### src/rtl/vga_timing_gen.sv
// Parametrised VGA timing generator running on the system clock with an internal pixel enable.
// All outputs are registered and decoded from next-state counter values so they share one edge.
module vga_timing_gen #(
   parameter int unsigned CLK_DIV  = 4,
   parameter int unsigned H_ACTIVE = 640,
   parameter int unsigned H_FP     = 16,
   parameter int unsigned H_SYNC   = 96,
   parameter int unsigned H_BP     = 48,
   parameter int unsigned V_ACTIVE = 480,
   parameter int unsigned V_FP     = 10,
   parameter int unsigned V_SYNC   = 2,
   parameter int unsigned V_BP     = 33,
   parameter bit          HS_POL   = 1'b0,
   parameter bit          VS_POL   = 1'b0,
   parameter int unsigned X_W      = 10,
   parameter int unsigned Y_W      = 10,
   parameter int unsigned FRAME_W  = 8
) (
   input  logic               clk,
   input  logic               rst,
   input  logic               en,
   output logic               pix_ce,
   output logic               hsync,
   output logic               vsync,
   output logic               de,
   output logic [X_W-1:0]     pix_x,
   output logic [Y_W-1:0]     pix_y,
   output logic               line_start,
   output logic               frame_start,
   output logic [FRAME_W-1:0] frame_cnt
);

   localparam int unsigned HTotal   = H_ACTIVE + H_FP + H_SYNC + H_BP;
   localparam int unsigned VTotal   = V_ACTIVE + V_FP + V_SYNC + V_BP;
   localparam int unsigned HSyncBeg = H_ACTIVE + H_FP;
   localparam int unsigned HSyncEnd = HSyncBeg + H_SYNC;
   localparam int unsigned VSyncBeg = V_ACTIVE + V_FP;
   localparam int unsigned VSyncEnd = VSyncBeg + V_SYNC;
   localparam int unsigned DivW     = (CLK_DIV > 1) ? $clog2(CLK_DIV) : 1;

   localparam logic [DivW-1:0] DivLast = DivW'(CLK_DIV - 1);
   localparam logic [X_W-1:0]  HLast   = X_W'(HTotal - 1);
   localparam logic [Y_W-1:0]  VLast   = Y_W'(VTotal - 1);

   if (CLK_DIV < 1) begin : g_div_chk
      $error("CLK_DIV must be at least 1");
   end
   if ((HTotal - 1) >= (2 ** X_W)) begin : g_xw_chk
      $error("X_W too narrow for horizontal total");
   end
   if ((VTotal - 1) >= (2 ** Y_W)) begin : g_yw_chk
      $error("Y_W too narrow for vertical total");
   end

   typedef enum logic [0:0] {StIdle, StRun} state_e;

   state_e               state_q, state_d;
   logic [DivW-1:0]      div_cnt_q, div_cnt_d;
   logic                 pix_ce_q, pix_ce_d;
   logic [X_W-1:0]       h_q, h_d;
   logic [Y_W-1:0]       v_q, v_d;
   logic [FRAME_W-1:0]   frame_q, frame_d;
   logic                 hsync_q, hsync_d;
   logic                 vsync_q, vsync_d;
   logic                 de_q, de_d;
   logic [X_W-1:0]       pix_x_q, pix_x_d;
   logic [Y_W-1:0]       pix_y_q, pix_y_d;
   logic                 line_start_q, line_start_d;
   logic                 frame_start_q, frame_start_d;
   logic                 run;
   logic [31:0]          h_n, v_n;

   always_ff @(posedge clk or posedge rst) begin
      if (rst) begin
         state_q       <= StIdle;
         div_cnt_q     <= '0;
         pix_ce_q      <= 1'b0;
         h_q           <= '0;
         v_q           <= '0;
         frame_q       <= '0;
         hsync_q       <= ~HS_POL;
         vsync_q       <= ~VS_POL;
         de_q          <= 1'b0;
         pix_x_q       <= '0;
         pix_y_q       <= '0;
         line_start_q  <= 1'b0;
         frame_start_q <= 1'b0;
      end else begin
         state_q       <= state_d;
         div_cnt_q     <= div_cnt_d;
         pix_ce_q      <= pix_ce_d;
         h_q           <= h_d;
         v_q           <= v_d;
         frame_q       <= frame_d;
         hsync_q       <= hsync_d;
         vsync_q       <= vsync_d;
         de_q          <= de_d;
         pix_x_q       <= pix_x_d;
         pix_y_q       <= pix_y_d;
         line_start_q  <= line_start_d;
         frame_start_q <= frame_start_d;
      end
   end

   always_comb begin : p_next_state
      state_d = state_q;
      if (!en) begin
         state_d = StIdle;
      end else if (pix_ce_q) begin
         state_d = StRun;
      end
   end

   always_comb begin : p_counters
      div_cnt_d = (div_cnt_q == DivLast) ? '0 : div_cnt_q + DivW'(1);
      pix_ce_d  = en && (div_cnt_q == DivLast);
      h_d       = h_q;
      v_d       = v_q;
      frame_d   = frame_q;
      if (!en) begin
         div_cnt_d = '0;
         h_d       = '0;
         v_d       = '0;
         frame_d   = '0;
      end else if (pix_ce_q && (state_q == StRun)) begin
         if (h_q == HLast) begin
            h_d = '0;
            if (v_q == VLast) begin
               v_d     = '0;
               frame_d = frame_q + FRAME_W'(1);
            end else begin
               v_d = v_q + Y_W'(1);
            end
         end else begin
            h_d = h_q + X_W'(1);
         end
      end
   end

   // Decode from next counter values so every output lands on the same edge as the counters.
   always_comb begin : p_outputs
      run           = (state_d == StRun);
      h_n           = 32'(h_d);
      v_n           = 32'(v_d);
      de_d          = run && (h_n < H_ACTIVE) && (v_n < V_ACTIVE);
      pix_x_d       = de_d ? h_d : '0;
      pix_y_d       = de_d ? v_d : '0;
      hsync_d       = (run && (h_n >= HSyncBeg) && (h_n < HSyncEnd)) ? HS_POL : ~HS_POL;
      vsync_d       = (run && (v_n >= VSyncBeg) && (v_n < VSyncEnd)) ? VS_POL : ~VS_POL;
      line_start_d  = run && pix_ce_q && (h_d == '0);
      frame_start_d = line_start_d && (v_d == '0);
   end

   assign pix_ce      = pix_ce_q;
   assign hsync       = hsync_q;
   assign vsync       = vsync_q;
   assign de          = de_q;
   assign pix_x       = pix_x_q;
   assign pix_y       = pix_y_q;
   assign line_start  = line_start_q;
   assign frame_start = frame_start_q;
   assign frame_cnt   = frame_q;

endmodule

### config.mk
export PLATFORM = sky130hd
export DESIGN_NAME = vga_timing_gen
export DESIGN_NICKNAME = d
export VERILOG_FILES = /design/src/rtl/vga_timing_gen.sv
export SDC_FILE = /design/constraint.sdc
export NUM_CORES = 1
export LEC_CHECK = 0
export CAP_MARGIN = 20
export CORE_ASPECT_RATIO = 1.5
export CORE_MARGIN = 2
export CORE_UTILIZATION = 55
export CTS_CLUSTER_DIAMETER = 50
export DETAILED_ROUTE_END_ITERATION = 6
export MAX_ROUTING_LAYER = met4
export PLACE_DENSITY = 0.76
export SYNTH_ARGS = -nofsm -noshare
export SYNTH_HDL_FRONTEND = slang
export SYNTH_SLANG_ARGS = --single-unit
### constraint.sdc
create_clock -name clk -period 4 [get_ports clk]
set_clock_uncertainty 0.15 [all_clocks]
set_input_delay 0.4 -clock clk [delete_from_list [all_inputs] [get_ports clk]]
set_output_delay 0.4 -clock clk [all_outputs]
set_load 0.02 [all_outputs]
# Word-level counts from Yosys, hierarchy flattened
# Cells that the tools add are included.
# word_totals
ff_bits,57
in_bits,3
elab_cells,62
# op_classes
eq_ne,6
muxes,19
reduce_logical,14
n_lt_le_gt_ge,6
add_sub_neg,4
# op_table
cell,count
two-way mux 10 bit,9
two-way mux 8 bit,4
adder 10 x 1 -> 10 bit (second input constant),2
== test 10 bit (second input constant),2
logical NOT 10 bit,2
< comparator 10 bit (second input constant),2
< comparator 10 x 9 -> 1 bit (second input constant),2
logical AND 1 bit,11
greater-or-equal comparator 10 bit (second input constant),1
greater-or-equal comparator 10 x 9 -> 1 bit (second input constant),1
adder 8 x 1 -> 8 bit (second input constant),1
!= test 2 x 1 -> 1 bit (second input constant),3
two-way mux 1 bit,4
two-way mux 2 bit,2
AND reduction 3 bit,1
adder 2 x 1 -> 2 bit (second input constant),1
== test 2 bit (second input constant),1

# Longest topological paths before layout
# Gate-level depths: netlist (run 1).
# logic_depth
depth_word,9
mapped_depth,10

# Worst setup path before layout (run 1)
# No wires, ideal clock.
# synth_timing
path_type,reg2reg
startpoint,register h_q[0]
endpoint,register pix_y_q[1] (netlist: pix_y[1])
synth_period_minus_slack_ns,2.378
path_slack_ns,1.622
t_arrival_ns,2.085
stages_incl_launch_ff,11
t_required_ns,3.707
setup_time_ns,0.143
cell_sequence,dfrtp_1 -> ha_1 -> and3_1 -> buf_4 -> and4_1 -> buf_4 -> a21oi_2 -> a41oi_2 -> o311ai_4 -> buf_6 -> nor4_2
# synth_between
elab_chain_len,8
elab_cells_between_ends,13
# synth_lines
element,line_no,rtl
from (decl),60,"logic [X_W-1:0] h_q, h_d;"
from (signal assigned),78,h_q <= '0;
from (signal assigned),92,h_q <= h_d;
adder 10 x 1 -> 10 bit / == test 10 bit (equally long branches),"135, 126",
two-way mux 10 bit,126,if (h_q == HLast) begin
two-way mux 10 bit,125,end else if (pix_ce_q && (state_q == StRun)) begin
two-way mux 10 bit,120,if (!en) begin
< comparator 10 bit,145,de_d = run && (h_n < H_ACTIVE) && (v_n < V_ACTIVE);
logical AND 1 bit (2 in series),145,
two-way mux 10 bit (*),147,pix_y_d = de_d ? v_d : '0;
named net pix_y_d[1],67,"logic [Y_W-1:0] pix_y_q, pix_y_d;"
to (signal assigned),99,pix_y_q <= pix_y_d;
to (decl),67,
# The timed path passes the listed nets; every way through them passes the cells marked *.
# A chain may end at the register's enable or synchronous reset.

# Final worst setup path (run 1)
# Ends and elaborated chain as after synthesis.

==> impl_metrics.csv, run 1 <==
group,metric,value,unit
setup_path,cp_cell_sequence,"ha_1, and3_1, nand3_4, nand2_1, buf_4, a211o_1, o311ai_4, buf_4, nor4_2",
sta,setup_ws,1.08,ns
setup_path,critPathTopFamily,"simple AND/OR/NAND/NOR gates",
placement,hpwl,4.50,mm
placement,place_congestion,0.873,
hold_path,hold_class,"flip-flop to flip-flop",
logic_synthesis,synthCells,267,
sta,tightest_slew,0.765,ns
floorplanning,fp.dieW,64.1,um
routing,first_iter_violations,124,
floorplanning,dieArea,0.00604,mm^2
logic_synthesis,syn-num-nets,275,
global_route,met2_usage,39.3,%
setup_path,crit_required,4.05,ns
clock_network,cts_resized,0,
routing,ant_nets,0,
routing,avgRoutedWirePerCell,16.7,um
sta,grt_setup_unrepaired,"no",
setup_path,crit_type,"flip-flop to flip-flop",
clock_network,worst_skew_pair.late_latency,0.34,ns
clock_network,cts_buffers,9,
logic_synthesis,ys_seq_area_share,47.9,%
routing,num_vias,2202,
placement,dpl.cell_count,361,
layout,syn_to_final_growth,19.1,%
sta,setup_tns,0,ns
clock_network,clock-sinks,57,
layout,n_antenna_cell,0,
global_route,grt_start_max_net_pins,39,
global_route,grt_pass1_vias,2238,
floorplanning,core_area,0.00520,mm^2
layout,final_area,0.00355,mm^2
setup_path,critical-path-max-stage-delay,0.44,ns
sta,finalSetupViolCount,0,
clock_network,htreeDepth,3,
layout,drive_gt1_share,19.7,%
setup_path,crit_arrival,2.97,ns
pwr,p_leak,1.57,nW
logic_synthesis,synth_seq_cells,57,
layout,multiInputGateArea,0.00140,mm^2
outcome,status,"finished, final reports clean",
global_route,grt_usage,23.8,%
logic_synthesis,synth.avg_cell_area,11.2,um^2
job,cap_violations,0,
logic_synthesis,yosys.cell_count.top_type,"dfrtp_1",
pwr,ir_worst_vdd,0.250,mV
logic_synthesis,synth_top_area_share,46.2,%
logic_synthesis,yosys_most_used_dff,"dfrtp_1",
layout,seq_area,0.00143,mm^2
pwr,powerDensity,311,mW/mm^2
floorplanning,die_h,94.2,um
setup_path,path_buf_inv,2,
clock_network,clk_path_buf_depth,2,
sta,holdWs,0.296,ns
routing,routed_wl,6.29,mm
logic_synthesis,ys_top_cells_by_area,"dfrtp_1, nor4_2, xor2_1",
sta,fmax,343,MHz
sta,post-route-period-util,73.0,%
logic_synthesis,yosys_warnings,0,
clock_network,cts_root_buf,"clkbuf_8",
setup_path,endpoint_kind,"flip-flop",
sta,finalHoldViolCount,0,
global_route,grt-busiest-layer,"met2",
layout,fillCellCount,426,
routing,first_pass_iters,4,
placement,pre_cts_slack,1.10,ns
routing,drc,0,
clock_network,clk_pin_slew,0.08,ns
sta,fin_crit,2.92,ns
logic_synthesis,synth_commonest_cells,"dfrtp_1, nor2_1, inv_1",
clock_network,cts_setup_buffers,0,
setup_path,crit_fanout,20,
setup_path,cp-start-kind,"flip-flop",
sta,drv_slew,0,
global_route,met3_usage,5.76,%
global_route,gr-total-overflow,0,
setup_path,reg2reg_slack,1.08,ns
clock_network,holdBufCountCts,0,
setup_path,cp_common_cell,"buf_4",
logic_synthesis,async_flop_share,100,%
sta,slew-limit-headroom,48.9,%
global_route,antenna_found_initial,0,
layout,stdcell_count,377,
floorplanning,rows,32,
placement,post_dp_cell_area,0.00337,mm^2
placement,port_buffers,36,
routing,viasPerCell,5.84,
setup_path,crit_slowest_cell,"dfrtp_1",
logic_synthesis,yosysTopAreaCell,"dfrtp_1",
logic_synthesis,synth.cell_area,0.00298,mm^2
logic_synthesis,ys_types,61,
floorplanning,pin_count,37,
floorplanning,start_util,57.3,%
layout,fin_nets,312,
global_route,grt_pass1_wl,10.6,mm
logic_synthesis,synth_edf_count,0,
clock_network,cts_tree,"built",
global_route,gr-usage-met1,26.6,%
==> final timing paths <==
path                              start           end  cells after the start
setup / recovery                 h_q[0]      pix_y[1]                      9
setup reg to reg                 h_q[0]      pix_y[1]                      9
hold / removal             div_cnt_q[0]  div_cnt_q[0]                      1
hold reg to reg            div_cnt_q[0]  div_cnt_q[0]                      1
min in group asynchronous           rst        h_q[5]                      2
max in group asynchronous           rst         vsync                      3
==> state kept, by name, summed over array words and instances (netlist names) <==
register and count:
hsync 1, pix_y 10, vsync 1, h_q 10
frame_start 1, pix_x 10, div_cnt_q 2, line_start 1
v_q 10, de 1, frame_cnt 8, pix_ce 1
state_q 1
==> routing by layer <==
metal  share of wire, %  up-vias
li1                   -     1044
met1                 41     1082
met2                 53       64
met3                4.2       12
met4                1.9        0
met5                  0        -
==> metrics by stage <==
step                util, %  power (mW)
floorplan                 -       0.620
global placement       64.8       0.635
detailed placement     64.8       0.636
CTS                    68.2        1.12
global route           68.2        1.15
finish                 68.2        1.10
==> where the power goes <==
group / total, mW / switching [mW] / internal (mW) / leakage (nW)
combinational: 0.0407 / 0.0300 / 0.0107 / 0.696
clock: 0.479 / 0.251 / 0.228 / 0.0858
sequential: 0.584 / 0.00306 / 0.581 / 0.785
total: 1.10 / 0.284 / 0.819 / 1.57
==> worst reg2reg max path, cell delays in order (launching register included) <==
cell	delay (ns)
dfrtp_1	0.44
ha_1	0.28
and3_1	0.31
nand3_4	0.16
nand2_1	0.29
buf_4	0.30
a211o_1	0.31
o311ai_4	0.09
buf_4	0.37
nor4_2	0.07
==> layout by cell type (no fill, tap or decap), drive strengths merged, types with 4 or more instances in the layout <==
cell type	Yosys	layout
a21oi	4	4
o21ai	9	9
clkbuf	6	9
o211ai	4	4
nand4	9	9
buf	9	5
clkdlybuf4s50	0	36
inv	17	18
nor3	16	16
xor2	12	12
dfrtp	55	55
clkinv	0	4
nand2	12	12
nor2	25	25
nor4	17	17
ha	5	5
nand3	10	10
and4	5	5
and3	8	8
==> kinds of logic (layout without fill, tap and decap cells) <==
family | after synthesis | after routing | share of synthesized area [%]
AO/OA/AOI/OAI | 37 | 37 | 9.87
XOR/XNOR | 14 | 14 | 4.11
adder cells (fa/ha/maj) | 5 | 5 | 2.10
buffers and inverters | 32 | 74 | 5.37
flip-flops | 57 | 57 | 47.9
multiplexers | 2 | 2 | 0.672
other | 1 | 1 | 0.126
AND/OR/NAND/NOR | 119 | 119 | 29.8
==> layout make-up <==
type                            instances  share of cell area (%)
Sequential cell                        57                    40.3
Multi-Input combinational cell        178                    39.3
Timing Repair Buffer                   41                    11.2
Clock buffer                            9                    3.49
Tap cell                               68                    2.40
Inverter                               17                    1.80
Clock inverter                          7                    1.55
Power figures use the tool's default switching activity.
==> run 2, diff against run 1 <==
==> constraint.sdc (replaced) <==
create_clock -name clk -period 3 [get_ports clk]
set_clock_uncertainty 0.15 [all_clocks]
set_input_delay 0.3 -clock clk [delete_from_list [all_inputs] [get_ports clk]]
set_output_delay 0.3 -clock clk [all_outputs]
set_load 0.02 [all_outputs]
==> run 2 against run 1 <==
  * First-iteration DRC count increased by 3.2%
  * Sequential power increased by 33%
  * Setup slack got worse by 0.78 ns
  * Clock power increased by 49%
  * Wire length increased by 4.0%
  * Register-to-register slack got worse by 0.78 ns
  * Worst hold slack got worse by 0.11 ns
  * Non-clock buffer count increased by 5
  * Fmax increased by 8.0%
  * Via count increased by 2.5%
  * Die area unchanged
  * Global-route usage increased by 1.0 points
==> impl_metrics.csv, run 2 (synthesis results as in run 1) <==
group,metric,value,unit
outcome,status,"finished, final reports clean",
setup_path,crit_type,"flip-flop to flip-flop",
setup_path,endpoint_kind,"flip-flop",
routing,routed_wl,6.55,mm
floorplanning,die_h,94.2,um
setup_path,r2r_cells,8,
placement,post_dp_cell_area,0.00342,mm^2
layout,layout_common_cells,"dfrtp_1, clkdlybuf4s50_1, nor2_1",
placement,place_congestion,0.931,
sta,finalHoldViolCount,0,
layout,drive_gt1_share,20.4,%
global_route,grt_usage,24.8,%
floorplanning,rows,32,
setup_path,crit_fanout,14,
layout,stdcell_count,382,
layout,fillCellCount,397,
sta,fin_crit,2.70,ns
routing,viasPerCell,5.91,
global_route,antenna_found_initial,0,
clock_network,cts_setup_buffers,0,
pwr,ir_worst_vdd,0.380,mV
sta,setup_tns,0,ns
clock_network,clk_path_buf_depth,2,
floorplanning,start_util,57.3,%
clock_network,cts_tree,"built",
setup_path,critical-path-max-stage-delay,0.43,ns
floorplanning,dieArea,0.00604,mm^2
routing,ant_nets,0,
clock_network,htreeDepth,3,
layout,final_area,0.00362,mm^2
clock_network,cts_resized,0,
placement,port_buffers,36,
setup_path,crit_arrival,2.75,ns
placement,hpwl,4.60,mm
sta,drv_slew,0,
sta,fmax,370,MHz
hold_path,hold_class,"primary input to asynchronous set/reset pin",
setup_path,crit_path_end,"pix_x[5]",
layout,final_common_cell,"dfrtp_1",
job,cap_violations,0,
setup_path,reg2reg_to,"pix_x[5]",
floorplanning,pin_count,37,
sta,holdWs,0.184,ns
setup_path,crit_required,3.04,ns
clock_network,clock-sinks,57,
floorplanning,fp.dieW,64.1,um
routing,first_pass_iters,4,
placement,dpl.cell_count,366,
setup_path,cp_cell_sequence,"ha_1, and3_1, nand3_4, nor4_1, o221ai_2, o311ai_4, buf_4, nor4_2",
global_route,grt_pass1_wl,10.9,mm
global_route,grt_pass1_vias,2274,
routing,avgRoutedWirePerCell,17.1,um
placement,pre_cts_slack,0.330,ns
routing,drc,0,
clock_network,worst_skew_pair.late_latency,0.33,ns
clock_network,clk_pin_slew,0.06,ns
routing,first_iter_violations,128,
layout,syn_to_final_growth,21.5,%
global_route,grt_start_max_net_pins,58,
global_route,gr-total-overflow,0,
setup_path,cp-start-kind,"flip-flop",
sta,post-route-period-util,90.0,%
pwr,p_leak,1.61,nW
clock_network,cts_root_buf,"clkbuf_8",
setup_path,r2r-start,"h_q[0]",
setup_path,reg2reg_slack,0.30,ns
setup_path,startpoint,"h_q[0]",
layout,fin_nets,317,
layout,n_antenna_cell,0,
sta,setup_ws,0.299,ns
setup_path,crit_slowest_cell,"dfrtp_1",
clock_network,holdBufCountCts,0,
floorplanning,core_area,0.00520,mm^2
routing,num_vias,2258,
pwr,powerDensity,428,mW/mm^2
sta,finalSetupViolCount,0,
sta,grt_setup_unrepaired,"no",
sta,slew-limit-headroom,62.8,%
sta,tightest_slew,0.558,ns
clock_network,cts_buffers,9,
==> run 2: cell count changes in the layout (fill, tap and decap cells not counted), sizes merged <==
cell / before / now
clkinv: 4 / 2
bufinv: 0 / 1
clkbuf: 9 / 13
buf: 5 / 10
inv: 18 / 17
clkinvlp: 2 / 0
==> run 2: cell type report <==
type	count	area [um^2]	share of cell area, %
sequential	57	1430	39.5
multi-input combinational	178	1400	38.5
timing repair buffer	46	448	12.4
clock buffer	13	159	4.39
tap	68	85.1	2.35
inverter	17	63.8	1.76
clock inverter	3	40.0	1.11
==> run 2: routing by layer <==
| layer | up-vias | GRT usage, % | share of wire (%) |
|---|---|---|---|
| li1 | 1061 | - | - |
| met1 | 1119 | 27.4 | 38 |
| met2 | 67 | 41.1 | 55 |
| met3 | 11 | 5.40 | 4.6 |
| met4 | 0 | 14.4 | 2.2 |
| met5 | - | - | 0 |
==> run 2: worst min path at each step <==
stage            startpoint      endpoint  slack (ns)  depth (start not counted)
3_5_place_dp   div_cnt_q[0]  div_cnt_q[0]        0.28                          1
6_report                rst      pix_x[6]        0.18                          3
4_1_cts                 rst      pix_x[6]        0.18                          3
2_1_floorplan  div_cnt_q[0]  div_cnt_q[0]        0.26                          1
5_1_grt                 rst  div_cnt_q[0]        0.20                          3
3_3_place_gp   div_cnt_q[0]  div_cnt_q[0]        0.27                          1
==> run 2: per-stage QoR <==
| step | util [%] | power [mW] |
|---|---|---|
| 5_1_grt | 69.5 | 1.61 |
| 6_report | 69.5 | 1.55 |
| 4_1_cts | 69.5 | 1.57 |
| 3_5_place_dp | 65.7 | 0.851 |
| 2_1_floorplan | - | 0.827 |
| 3_3_place_gp | 65.7 | 0.851 |
==> run 2: where the power goes <==
group / switching, mW / internal (mW) / total, mW
logic: 0.0399 / 0.0169 / 0.0568
registers: 0.00423 / 0.775 / 0.779
clock network: 0.285 / 0.427 / 0.712
total: 0.329 / 1.22 / 1.55
==> run 2: worst max-delay path, delay by kind of cell (launching register included) <==
family,cells,cell delay (ns)
AND/OR/NAND/NOR,4,0.94
AO/OA/AOI/OAI,2,0.45
flip-flops,1,0.43
buffers and inverters,1,0.31
adder cells (fa/ha/maj),1,0.27
